### src/rtl/darkroom_spi_receiver.sv
// SPI mode-0 slave for DarkRoom lighthouse frames: oversamples SCK/SS_N/MOSI in the
// system clock domain and assembles 32-byte frames into 256-bit words with a burst index.
module darkroom_spi_receiver #(
  parameter int NUMBER_OF_SPI_FRAMES = 1,
  parameter int BURST_GAP_CYCLES     = 4096
) (
  input  logic         clock,
  input  logic         reset_n,
  input  logic         sck_i,
  input  logic         ss_n_i,
  input  logic         mosi_i,
  output logic [255:0] frame_o,
  output logic [3:0]   frame_index_o,
  output logic         frame_valid_o,
  output logic         frame_error_o,
  output logic         busy_o,
  output logic [7:0]   error_count_o
);

  localparam int GAP_W = $clog2(BURST_GAP_CYCLES + 1);
  localparam logic [GAP_W-1:0] GAP_MAX = GAP_W'(BURST_GAP_CYCLES);
  localparam logic [3:0] LAST_INDEX = 4'(NUMBER_OF_SPI_FRAMES - 1);

  typedef enum logic [1:0] {IDLE, RECEIVE, DONE, ERROR} state_t;

  state_t state, state_next;

  logic [2:0]       sck_sync;
  logic [2:0]       ss_sync;
  logic [1:0]       mosi_sync;
  logic             sck_rise, ss_fall, ss_rise, mosi_bit;
  logic             start_frame, shift_en, done_pulse, error_pulse;
  logic [2:0]       bit_cnt;
  logic [5:0]       byte_cnt;
  logic [7:0]       shift_reg;
  logic [255:0]     buffer;
  logic [3:0]       next_index;
  logic [GAP_W-1:0] gap_cnt;

  // Two synchronizer flops per input; the third sck/ss stage only serves edge detection.
  always_ff @(posedge clock or negedge reset_n) begin
    if (!reset_n) begin
      sck_sync  <= 3'b000;
      ss_sync   <= 3'b111;
      mosi_sync <= 2'b00;
    end else begin
      sck_sync  <= {sck_sync[1:0], sck_i};
      ss_sync   <= {ss_sync[1:0], ss_n_i};
      mosi_sync <= {mosi_sync[0], mosi_i};
    end
  end

  assign sck_rise = sck_sync[1] & ~sck_sync[2];
  assign ss_fall  = ~ss_sync[1] & ss_sync[2];
  assign ss_rise  = ss_sync[1] & ~ss_sync[2];
  assign mosi_bit = mosi_sync[1];
  assign busy_o   = ~ss_sync[1];

  always_ff @(posedge clock or negedge reset_n) begin
    if (!reset_n) state <= IDLE;
    else          state <= state_next;
  end

  always_comb begin
    state_next = state;
    case (state)
      IDLE:    if (ss_fall) state_next = RECEIVE;
      RECEIVE: if (ss_rise) state_next = (byte_cnt == 6'd32 && bit_cnt == 3'd0) ? DONE : ERROR;
      DONE:    state_next = IDLE;
      ERROR:   state_next = IDLE;
      default: state_next = IDLE;
    endcase
  end

  // A coincident SS_N rise masks the SCK rise so the trailing bit is dropped.
  always_comb begin
    start_frame = (state == IDLE) && ss_fall;
    shift_en    = (state == RECEIVE) && sck_rise && !ss_rise;
    done_pulse  = (state == DONE);
    error_pulse = (state == ERROR);
  end

  always_ff @(posedge clock or negedge reset_n) begin
    if (!reset_n) begin
      bit_cnt   <= 3'd0;
      byte_cnt  <= 6'd0;
      shift_reg <= 8'd0;
      buffer    <= '0;
    end else if (start_frame) begin
      bit_cnt   <= 3'd0;
      byte_cnt  <= 6'd0;
      shift_reg <= 8'd0;
      buffer    <= '0;
    end else if (shift_en) begin
      shift_reg <= {shift_reg[6:0], mosi_bit};
      if (bit_cnt == 3'd7) begin
        bit_cnt <= 3'd0;
        if (byte_cnt < 6'd32) buffer[{byte_cnt[4:0], 3'b000} +: 8] <= {shift_reg[6:0], mosi_bit};
        if (byte_cnt < 6'd33) byte_cnt <= byte_cnt + 6'd1;
      end else begin
        bit_cnt <= bit_cnt + 3'd1;
      end
    end
  end

  // Counts SS_N-high cycles; reaching the limit marks the start of a new burst.
  always_ff @(posedge clock or negedge reset_n) begin
    if (!reset_n)                          gap_cnt <= GAP_MAX;
    else if (ss_fall)                      gap_cnt <= '0;
    else if (ss_sync[1] && gap_cnt != GAP_MAX) gap_cnt <= gap_cnt + GAP_W'(1);
  end

  always_ff @(posedge clock or negedge reset_n) begin
    if (!reset_n) begin
      frame_o       <= '0;
      frame_index_o <= 4'd0;
      frame_valid_o <= 1'b0;
      frame_error_o <= 1'b0;
      error_count_o <= 8'd0;
      next_index    <= 4'd0;
    end else begin
      frame_valid_o <= done_pulse;
      frame_error_o <= error_pulse;
      if (done_pulse) begin
        frame_o       <= buffer;
        frame_index_o <= next_index;
        next_index    <= (next_index == LAST_INDEX) ? 4'd0 : next_index + 4'd1;
      end else if (gap_cnt == GAP_MAX) begin
        next_index <= 4'd0;
      end
      if (error_pulse && error_count_o != 8'hFF) error_count_o <= error_count_o + 8'd1;
    end
  end

endmodule
### config.mk
export PLATFORM = sky130hd
export DESIGN_NAME = darkroom_spi_receiver
export DESIGN_NICKNAME = d
export VERILOG_FILES = /design/src/rtl/darkroom_spi_receiver.sv
export SDC_FILE = /design/constraint.sdc
export NUM_CORES = 1
export LEC_CHECK = 0
export CORE_MARGIN = 2
export CORE_UTILIZATION = 25
export CTS_BUF_LIST = sky130_fd_sc_hd__clkbuf_8
export DETAILED_ROUTE_END_ITERATION = 7
export DONT_BUFFER_PORTS = 1
export GPL_TIMING_DRIVEN = 0
export PLACE_DENSITY = 0.39
export SETUP_SLACK_MARGIN = 0.02
export SYNTH_ARGS = -nofsm -noshare
export SYNTH_HDL_FRONTEND = slang
export SYNTH_SLANG_ARGS = --single-unit
### constraint.sdc
create_clock -name clock -period 6.3 [get_ports clock]
set_input_delay 1.575 -clock clock [delete_from_list [all_inputs] [get_ports clock]]
set_output_delay 1.575 -clock clock [all_outputs]
set_load 0.05 [all_outputs]
# After elaboration in Yosys (flattened, before gate mapping)
# Index checks and enable logic that the tools add are counted.
# W data, S select, Z words.
[classes] n_addsub=6 magnitude_cmp=2 eq_ne=10 n_shift=2 muxes=23 bitwise_logic=6 n_reduce_logical=20
[op_table] cell="$mux W256" count=4
[op_table] cell="$bwmux W256" count=1
[op_table] cell="$shift A8 B10 Y256 const A" count=1
[op_table] cell="$shiftx A8 B10 Y256" count=1
[op_table] cell="$mux W13" count=2
[op_table] cell="$mux W6" count=4
[op_table] cell="$mux W7" count=2
[op_table] cell="$add A13 B1 Y13 const B" count=1
[op_table] cell="$eq A13 B13 Y1 const B" count=1
[op_table] cell="$ne A13 B13 Y1 const B" count=1
[op_table] cell="$lt A6 B6 Y1 const B" count=2
[op_table] cell="$mux W4" count=3
[op_table] cell="$reduce_bool A2 Y1" count=6
[op_table] cell="$neg A8 Y10" count=1
[op_table] cell="$mux W3" count=3
[op_table] cell="$add A8 B1 Y8 const B" count=1
[op_table] cell="$ne A8 B8 Y1 const B" count=1
[op_table] cell="$add A6 B1 Y6 const B" count=1
[op_table] cell="$eq A6 B6 Y1 const B" count=1
[op_table] cell="$logic_and A1 B1 Y1" count=6
[op_table] cell="$pmux W2 S3" count=1
[op_table] cell="$reduce_and A3 Y1" count=2
[op_table] cell="$add A4 B1 Y4 const B" count=1
[op_table] cell="$eq A2 B2 Y1 const B" count=2
[op_table] cell="other kinds (14)" count=20
[totals] ff_bits=569 inputBits=5 out_inout_bits=271

# Longest topological paths before layout
# Gate-level depths: netlist (run 1).
[depth] ltp_word=7 depth_mapped=10

# Least setup slack after synthesis (run 1)
# Ideal clock, no wire load.
[synth_timing] kind="register -> register" start="reg byte_cnt[0]" end="reg buffer[0]" arrival_ns=2.436 required_time_ns=6.179 setup_slack_ns=3.743 path_stages_with_launch=8 cell_sequence="dfrtp_1 > buf_2 > inv_1 > ha_1 > or4b_4 > or4_4 > o21a_4 > a22o_1"
[synth_via] elab_chain_cells=7 elab_cells_between_ends=11 classes_between="1 x add/sub; 1 x order compare; 2 x shift; 5 x mux; 2 x reduce/logical"
[synth_rtl] item="start: declaration" line_no="34" source="logic [5:0] byte_cnt;"
[synth_rtl] item="start signal: assignment" line_no="99" source="if (byte_cnt < 6'd33) byte_cnt <= byte_cnt + 6'd1;"
[synth_rtl] item="$neg A8 Y10" line_no="98" source="if (byte_cnt < 6'd32) buffer[{byte_cnt[4:0], 3'b000} +: 8] <= {shift_reg[6:0], mosi_bit};"
[synth_rtl] item="$shiftx A8 B10 Y256 or $shift A8 B10 Y256 (tied branches)" line_no="98"
[synth_rtl] item="$bwmux W256" line_no="98"
[synth_rtl] item="$mux W256" line_no="98"
[synth_rtl] item="$mux W256" line_no="96" source="if (bit_cnt == 3'd7) begin"
[synth_rtl] item="$mux W256" line_no="94" source="end else if (shift_en) begin"
[synth_rtl] item="$mux W256" line_no="89" source="end else if (start_frame) begin"
[synth_rtl] item="end signal: indexed assignment" line_no="98"
[synth_rtl] item="end: declaration" line_no="36" source="logic [255:0] buffer;"
# Several ways; a longest one is shown, not always the timed one. The select of a mux whose other input is x is not followed.
# A chain may end at the register's enable or synchronous reset.

# Worst setup path after layout (run 1)
[layout_timing] start="reg byte_cnt[0]" end="reg buffer[254]"
# Same word-level chain as after synthesis.

==> metrics.txt, run 1 <==
post-cts repair resize count 0; top-level port count 276; depth of the worst register-to-register path 9; critical path required time 6960 ps; Critical Path Sink Type register; worst hold path type register to register; Seq cells post-synth 569; number of routed nets with antenna violations 0; DP HPWL 57.1 mm; number of rows created at floorplan 110; hold path startpoint sck_sync[0]; total cell area at the placement stage 0.0243 mm²; detail-routed via count per cell 4.63; post-CTS repair timing setup buffer count 0; mean area per synthesized cell 10.2 µm²; pin slew with the least headroom to its limit ~1300 ps; Power per Cell Area 295 mW/mm²; Switching Share 0.270; Hold Crit Depth 0; quantity of I/O buffers inserted on ports 0; final routed DRC violation total 0; number of antenna violations at the first check in global routing 7; critical-path maximum fanout 10; number of warnings reported in the yosys synthesis log 0; maximum number of pins on one net before global-route repair 570; Fmax achieved 286 MHz; Final Wtd Congestion 0.856; type of the worst setup path register to register; total via count after detailed routing 16710; post-cts hold buffer count 0; end-of-flow core utilization 0.292; Netlist Area Pre-Place 0.0228 mm²; Std-Cell Core Area 0.0903 mm²; die extent in y 306 µm; registers with the highest flip-flop counts buffer: 256 flops, frame_o: 256 flops, gap_cnt: 13 flops; Arr. time, crit path 4150 ps; sinks on the clock net between 500 and 600; CTS tree built; Syn Inst Count 2243; Crit Reg-Reg Startpoint byte_cnt[0]; top post-synthesis cells by area dfrtp_1, nand2_1, mux2i_1; Layout Cells excl Fill 3611; final worst clock skew 39.9 ps; fraction of final layout cells sized beyond drive strength 1 0.0905; count of different cell masters after synthesis 77; global-route wire length before repair 120 mm; post-synth top area cell dfrtp_1; router iterations before antenna repair 5; Setup violations, final 0; clk_lat worst skew 750 ps; most frequent cells after synthesis nand2_1, dfrtp_1, clkbuf_1; Die W ~310 µm; total routing usage reported by global routing 0.174; result of the run finished, final reports clean; post-route cell area 0.0264 mm²; Initial Util 0.253; launch point of the critical path byte_cnt[0]; H-tree Lvls 3; area added between synthesis and finish 15.5%; number of filler cells placed in the layout 9466; # nets final 2368; sum of negative setup slack 0 ps; Max rail drop VDD ~0.18 mV; Yosys top cell area share 0.620; first-iteration detailed-routing DRC count roughly 1300; total design power 7.77 mW; number of global-route vias before repair 17429; EDFF count, synth 0; most frequently used flop master after synthesis dfrtp_1; clock-pin slew on the worst setup and hold paths 60 ps; sequential share of the synthesized area 0.624; residual overflow from global routing 0; Synth async-reset ratio 1.00; most repeated cell in the gate-level netlist after synthesis nand2_1; unrepaired setup endpoints after global routing no; minimum clock period after layout 3490 ps; clock share of power 0.449; max-slew violation count 0; die outline area 0.0937 mm²; internal power 5.67 mW; total wirelength of the detailed-routed design 82.0 mm; instance count after placement with tap cells included 3419; tightest slew margin relative to the limit 0.106; sequential power share 0.495; CP startpoint kind register; total CTS buffers 105; Synthesized Nets 2261; maximum clock insertion buffer count 3; Final Cycle Share 0.554; DR WL/cell 22.7 µm; max_cap viols 0; P_sw 2.10 mW; Comb power frac 0.055; number of hold-slack violations in the final timing report 0; root buf cell clkbuf_8; Static Leak 13.2 nW
==> power by group through the flow <==
stage | registers, mW | logic [mW] | clock network (mW)
2_1_floorplan | 3.90 | 0.236 | 0
3_3_place_gp | 3.91 | 0.435 | 0
3_5_place_dp | 3.91 | 0.439 | 0
4_1_cts | 3.85 | 0.440 | 3.62
5_1_grt | 3.85 | 0.468 | 3.80
6_report | 3.85 | 0.430 | 3.49
==> per-layer routing <==
layer | wire length (µm) | track usage
met2 | 40400 | 0.296
met5 | 16 | 0
met1 | 34800 | 0.217
met3 | 4910 | 0.0463
met4 | 1910 | 0.0480
==> cells in the final DEF, fill, tap and decap left out, types with 4 or more instances in the layout <==
cell type	netlist	final
a21oi_1	20	20
a22o_1	76	76
a31oi_1	8	8
a31oi_2	6	6
a32o_1	25	25
and2_1	8	8
and3_1	10	10
buf_1	12	12
buf_2	20	20
clkbuf_1	94	92
clkbuf_8	0	128
clkinv_2	0	9
clkinvlp_4	0	4
dfrtp_1	565	565
dfstp_2	4	4
ha_1	13	13
inv_1	22	66
mux2i_1	69	69
nand2_1	974	974
nand2b_1	15	15
nand3_1	30	30
nand4_1	9	9
nor2_1	30	30
nor2b_1	6	6
nor3_1	10	9
nor3_2	4	5
nor3_4	5	5
o211ai_1	11	11
o21ai_0	69	69
o2bb2ai_1	45	45
o31ai_1	4	4
xnor2_1	9	9
xor2_1	7	7
==> worst paths after layout <==
| kind | endpoint | slack, ps |
|---|---|---|
| min reg2reg | sck_sync[1] | 350 |
| max in group asynchronous | buffer[42] | 4660 |
| min | sck_sync[1] | 350 |
| max | buffer[254] | 2810 |
| min in group asynchronous | frame_o[92] | 570 |
| max reg2reg | buffer[254] | 2810 |
==> worst max-delay path, stage by stage, from the launching register on <==
cell,delay [ps]
dfrtp_1,420
buf_2,210
inv_1,210
ha_1,360
buf_2,300
nor2_1,100
a31o_2,280
clkbuf_1,380
a21oi_1,890
a22o_1,270
==> kinds of logic after synthesis <==
logic type	Yosys count	share of synthesized area
mux	72	0.0318
xor+xnor	17	0.00686
flops	569	0.624
compound gates	280	0.0942
buf+inv	153	0.0271
simple gates	1139	0.208
fa+ha+maj	13	0.00713
==> area by class of cell <==
type	count	area, µm²	share of cell area
well taps	1176	1470	0.0558
plain buffers	131	539	0.0205
inverters	22	82.6	0.00313
clock inverters	61	299	0.0113
diodes	3	7.51	0.000285
multi-input cells	1521	7950	0.302
flip-flops and latches	569	14200	0.540
clock buffers	128	1760	0.0668
==> metrics by stage <==
| step | setup slack (ps) | hold WS [ps] |
|---|---|---|
| global placement | 2880 | 340 |
| detailed placement | 2860 | 335 |
| floorplan | 3740 | 331 |
| global route | 2600 | 372 |
| finish | 2810 | 350 |
| CTS | 2820 | 352 |
Power figures use the tool's default switching activity.
==> run 2, diff against run 1 <==
- ABC_AREA: not set -> 1
- PLACE_DENSITY: 0.39 -> 0.41
- clock period: 6.3 -> 3.2 ns (I/O delays scaled with it)
==> run 2 against run 1 <==
  * The run now ends with hold timing, capacitance limit, slew limit left
  * Fmax rose by 15%
  * Synthesized area rose by 6.4%
  * Synthesized cell count rose by 26%
  * Sequential share of layout area decreased by 2.9 points
  * Die area up 6.3%
  * Global-route usage is 0.31 points higher
  * Flip-flop and latch count unchanged
  * Wire length increased by 7.6%
  * Worst setup slack worse by 2600 ps
==> metrics.txt, run 2 <==
result of the run complete, but fails checks; failing checks hold timing, capacitance limit, slew limit; maximum number of pins on one net before global-route repair 570 (unchanged); Static Leak 16.0 nW (+21%); type of the worst setup path register to register; final worst clock skew 56.1 ps (+16.2 ps); die extent in y 316 µm (+3.1%); number of routed nets with antenna violations 0 (unchanged); count of different cell masters after synthesis 40 (-48%); root buf cell clkbuf_8; Final Cycle Share 0.950 (+0.396); Power per Cell Area 602 mW/mm² (+100%); post-cts hold buffer count 1 (+1); Max rail drop VDD 0.293 mV (+65%); largest family of logic cells by synthesized area simple AND/OR/NAND/NOR gates; worst hold slack -146 ps (-497 ps); router iterations before antenna repair 5 (unchanged); final routed DRC violation total 0 (unchanged); total wirelength of the detailed-routed design 88.3 mm (+7.6%); Std-Cell Core Area 0.0964 mm² (+6.8%); most repeated cell in the gate-level netlist after synthesis nand2_1; Netlist Area Pre-Place 0.0243 mm² (+6.4%); registers with the highest flip-flop counts buffer: 256 flops, frame_o: 256 flops, gap_cnt: 13 flops; EDFF count, synth 0 (unchanged); fraction of final layout cells sized beyond drive strength 1 0.110 (+0.0195); Yosys top cell area share 0.583 (-0.0371); tightest slew margin relative to the limit -0.631 (-0.737); most frequent cells after synthesis nand2_1, dfrtp_1, nand3_1; Die W 316 µm (+3.1%); die outline area 0.0996 mm² (+6.3%); minimum clock period after layout 3040 ps (-453 ps); total routing usage reported by global routing 0.177 (+0.00311); sinks on the clock net 569 (unchanged); Initial Util 0.252 (-0.00103); number of warnings reported in the yosys synthesis log 0 (unchanged); GRT Max-Usage Layer met2; critical path required time 3860 ps (-3100 ps); Fmax achieved 329 MHz (+15%); global-route wire length before repair 130 mm (+8.1%); H-tree Lvls 3 (unchanged); maximum clock insertion buffer count 3 (unchanged); critical-path maximum fanout 10 (unchanged); launch point of the critical path byte_cnt[1]; area added between synthesis and finish 14.8%; sequential share of the synthesized area 0.587 (-0.0374); Layout Cells excl Fill 4278 (+18%); Crit Reg-Reg Startpoint byte_cnt[1]; number of antenna violations at the first check in global routing 2 (-5); total CTS buffers 102 (-2.9%); Synth async-reset ratio 1.00 (unchanged); DR WL/cell 20.6 µm (-9.2%); clk_lat worst skew 760 ps (about the same); sequential standard cell area 0.0142 mm² (unchanged); Critical Path Sink Type register; fraction of synthesized area in multiplexers 0 (-0.0318); Synthesized Nets 2835 (+25%); number of hold-slack violations in the final timing report 20 (+20); Final Wtd Congestion 0.852 (-0.55%); total area of multi-input combinational cells 0.00915 mm² (+15%); # nets final 2942 (+24%); share of synthesized cell area in full adder, half adder and majority cells 0.00670 (-0.000427); max-slew violation count 514 (+514); DP HPWL 63.3 mm (+11%); worst hold path type input port to asynchronous set/reset pin; post-route cell area 0.0279 mm² (+5.7%); met1 Resource Use GR 0.229 (+0.0123); quantity of I/O buffers inserted on ports 0 (unchanged); post-synth top area cell dfrtp_1; share of synthesized cell area in and, or, nand and nor gates 0.352 (+0.144); Seq cells post-synth 569 (unchanged); max_cap viols 2 (+2); unrepaired setup endpoints after global routing no; total design power 16.8 mW (+120%); depth of the worst register-to-register path 8 (-1); Compound-Gate Fraction of Synth Area 0.0129 (-0.0813); number of rows created at floorplan 114 (+3.6%); pin slew with the least headroom to its limit 2450 ps (+1110 ps); total cell area at the placement stage 0.0259 mm² (+6.6%); detail-routed via count per cell 4.32 (-6.6%); CP startpoint kind register; number of filler cells placed in the layout 10527 (+11%); first-iteration detailed-routing DRC count 1264 (-3.4%); Arr. time, crit path 3700 ps (-450 ps); top post-synthesis cells by area dfrtp_1, nand2_1, nand3_1; area share of xor/xnor cells in the synthesized design 0.00505 (-0.00180); worst reg2reg setup slack 160 ps (-2650 ps); clock-pin slew on the worst setup and hold paths 60 ps (about the same); instance count after placement with tap cells included 4095 (+20%); mean area per synthesized cell 8.61 µm² (-15%); GR Util met2 0.282 (-0.0141); leading cell types in the layout, fill and taps excluded nand2_1, dfrtp_1, clkbuf_8; residual overflow from global routing 0 (unchanged); Syn Inst Count 2817 (+26%); top-level port count 276 (unchanged); total via count after detailed routing 18488 (+11%); post-CTS repair timing setup buffer count 0 (unchanged); CTS tree built; number of global-route vias before repair 19050 (+9.3%); Setup violations, final 0 (unchanged); most frequently used flop master after synthesis dfrtp_1; most common cell after layout, fill and taps aside nand2_1; GR Util met3 0.0541 (+0.00780)
[run 2: changes by cell type in the layout (fill, tap and decap cells not counted), moves of 45 or more]
| cell | previous run | this run |
|---|---|---|
| nand2_1 | 974 | 1621 |
| a22o_1 | 76 | 0 |
| nand3_1 | 30 | 103 |
| mux2i_1 | 69 | 0 |
| nor2_1 | 30 | 96 |
| clkbuf_1 | 92 | 43 |
| inv_1 | 66 | 112 |
| o2bb2ai_1 | 45 | 0 |
[run 2: per-layer routing]
| metal | share of wire | vias to the layer above |
|---|---|---|
| li1 | - | 8948 |
| met1 | 0.43 | 8985 |
| met2 | 0.46 | 429 |
| met3 | 0.079 | 126 |
| met4 | 0.028 | 0 |
| met5 | 0 | - |
[run 2: worst paths after layout]
kind,to
min reg2reg,sck_sync[1]
max in group asynchronous,buffer[38]
max reg2reg,buffer[250]
min in group clock,sck_sync[0]
min,mosi_sync[0]
max,buffer[250]
[run 2: metrics by stage]
step           setup TNS [ps]  setup slack, ps  utilization
4_1_cts                     0             33.9        0.289
3_3_place_gp           -45280             -376        0.268
6_report                    0              161        0.289
5_1_grt                     0             20.5        0.289
3_5_place_dp                0             36.2        0.268
2_1_floorplan               0             1200            -
[run 2: power breakdown]
part / switching, mW / internal (mW)
registers: 0.342 / 7.32
logic: 1.84 / 0.558
clock network: 3.23 / 3.50
[run 2: kinds of logic (layout without fill, tap and decap cells)]
logic type | after synthesis | after routing
xor gates and xnor gates | 14 | 14
adders and majority gates | 13 | 13
and+or+nand+nor | 1986 | 1986
DFF | 569 | 569
AOI/OAI and AO/OA | 53 | 53
buffers and inverters | 182 | 365
other | 0 | 2
[run 2: worst max-delay path, stage by stage (launching register included)]
cell and delay (ps):
dfrtp_1 610, inv_1 130, ha_1 360, inv_1 130, clkbuf_1 370, nand4_1 430, nor3_1 680, nand2_1 140
nand2_1 90
[run 2: repair_timing]
item,4_1_cts,5_1_grt
endpoints found under the setup margin,0,2
gates resized for setup,0,1
endpoints found under the hold margin,566,496
[run 2: cell type report]
class / instances / share of cell area
sequential: 569 / 0.511
antenna: 2 / 0.000180
timing repair buffer: 3 / 0.00117
inverter: 80 / 0.0109
tap: 1276 / 0.0573
multi-input combinational: 2066 / 0.328
clock buffer: 121 / 0.0598
buffer: 102 / 0.0205
clock inverter: 59 / 0.0106
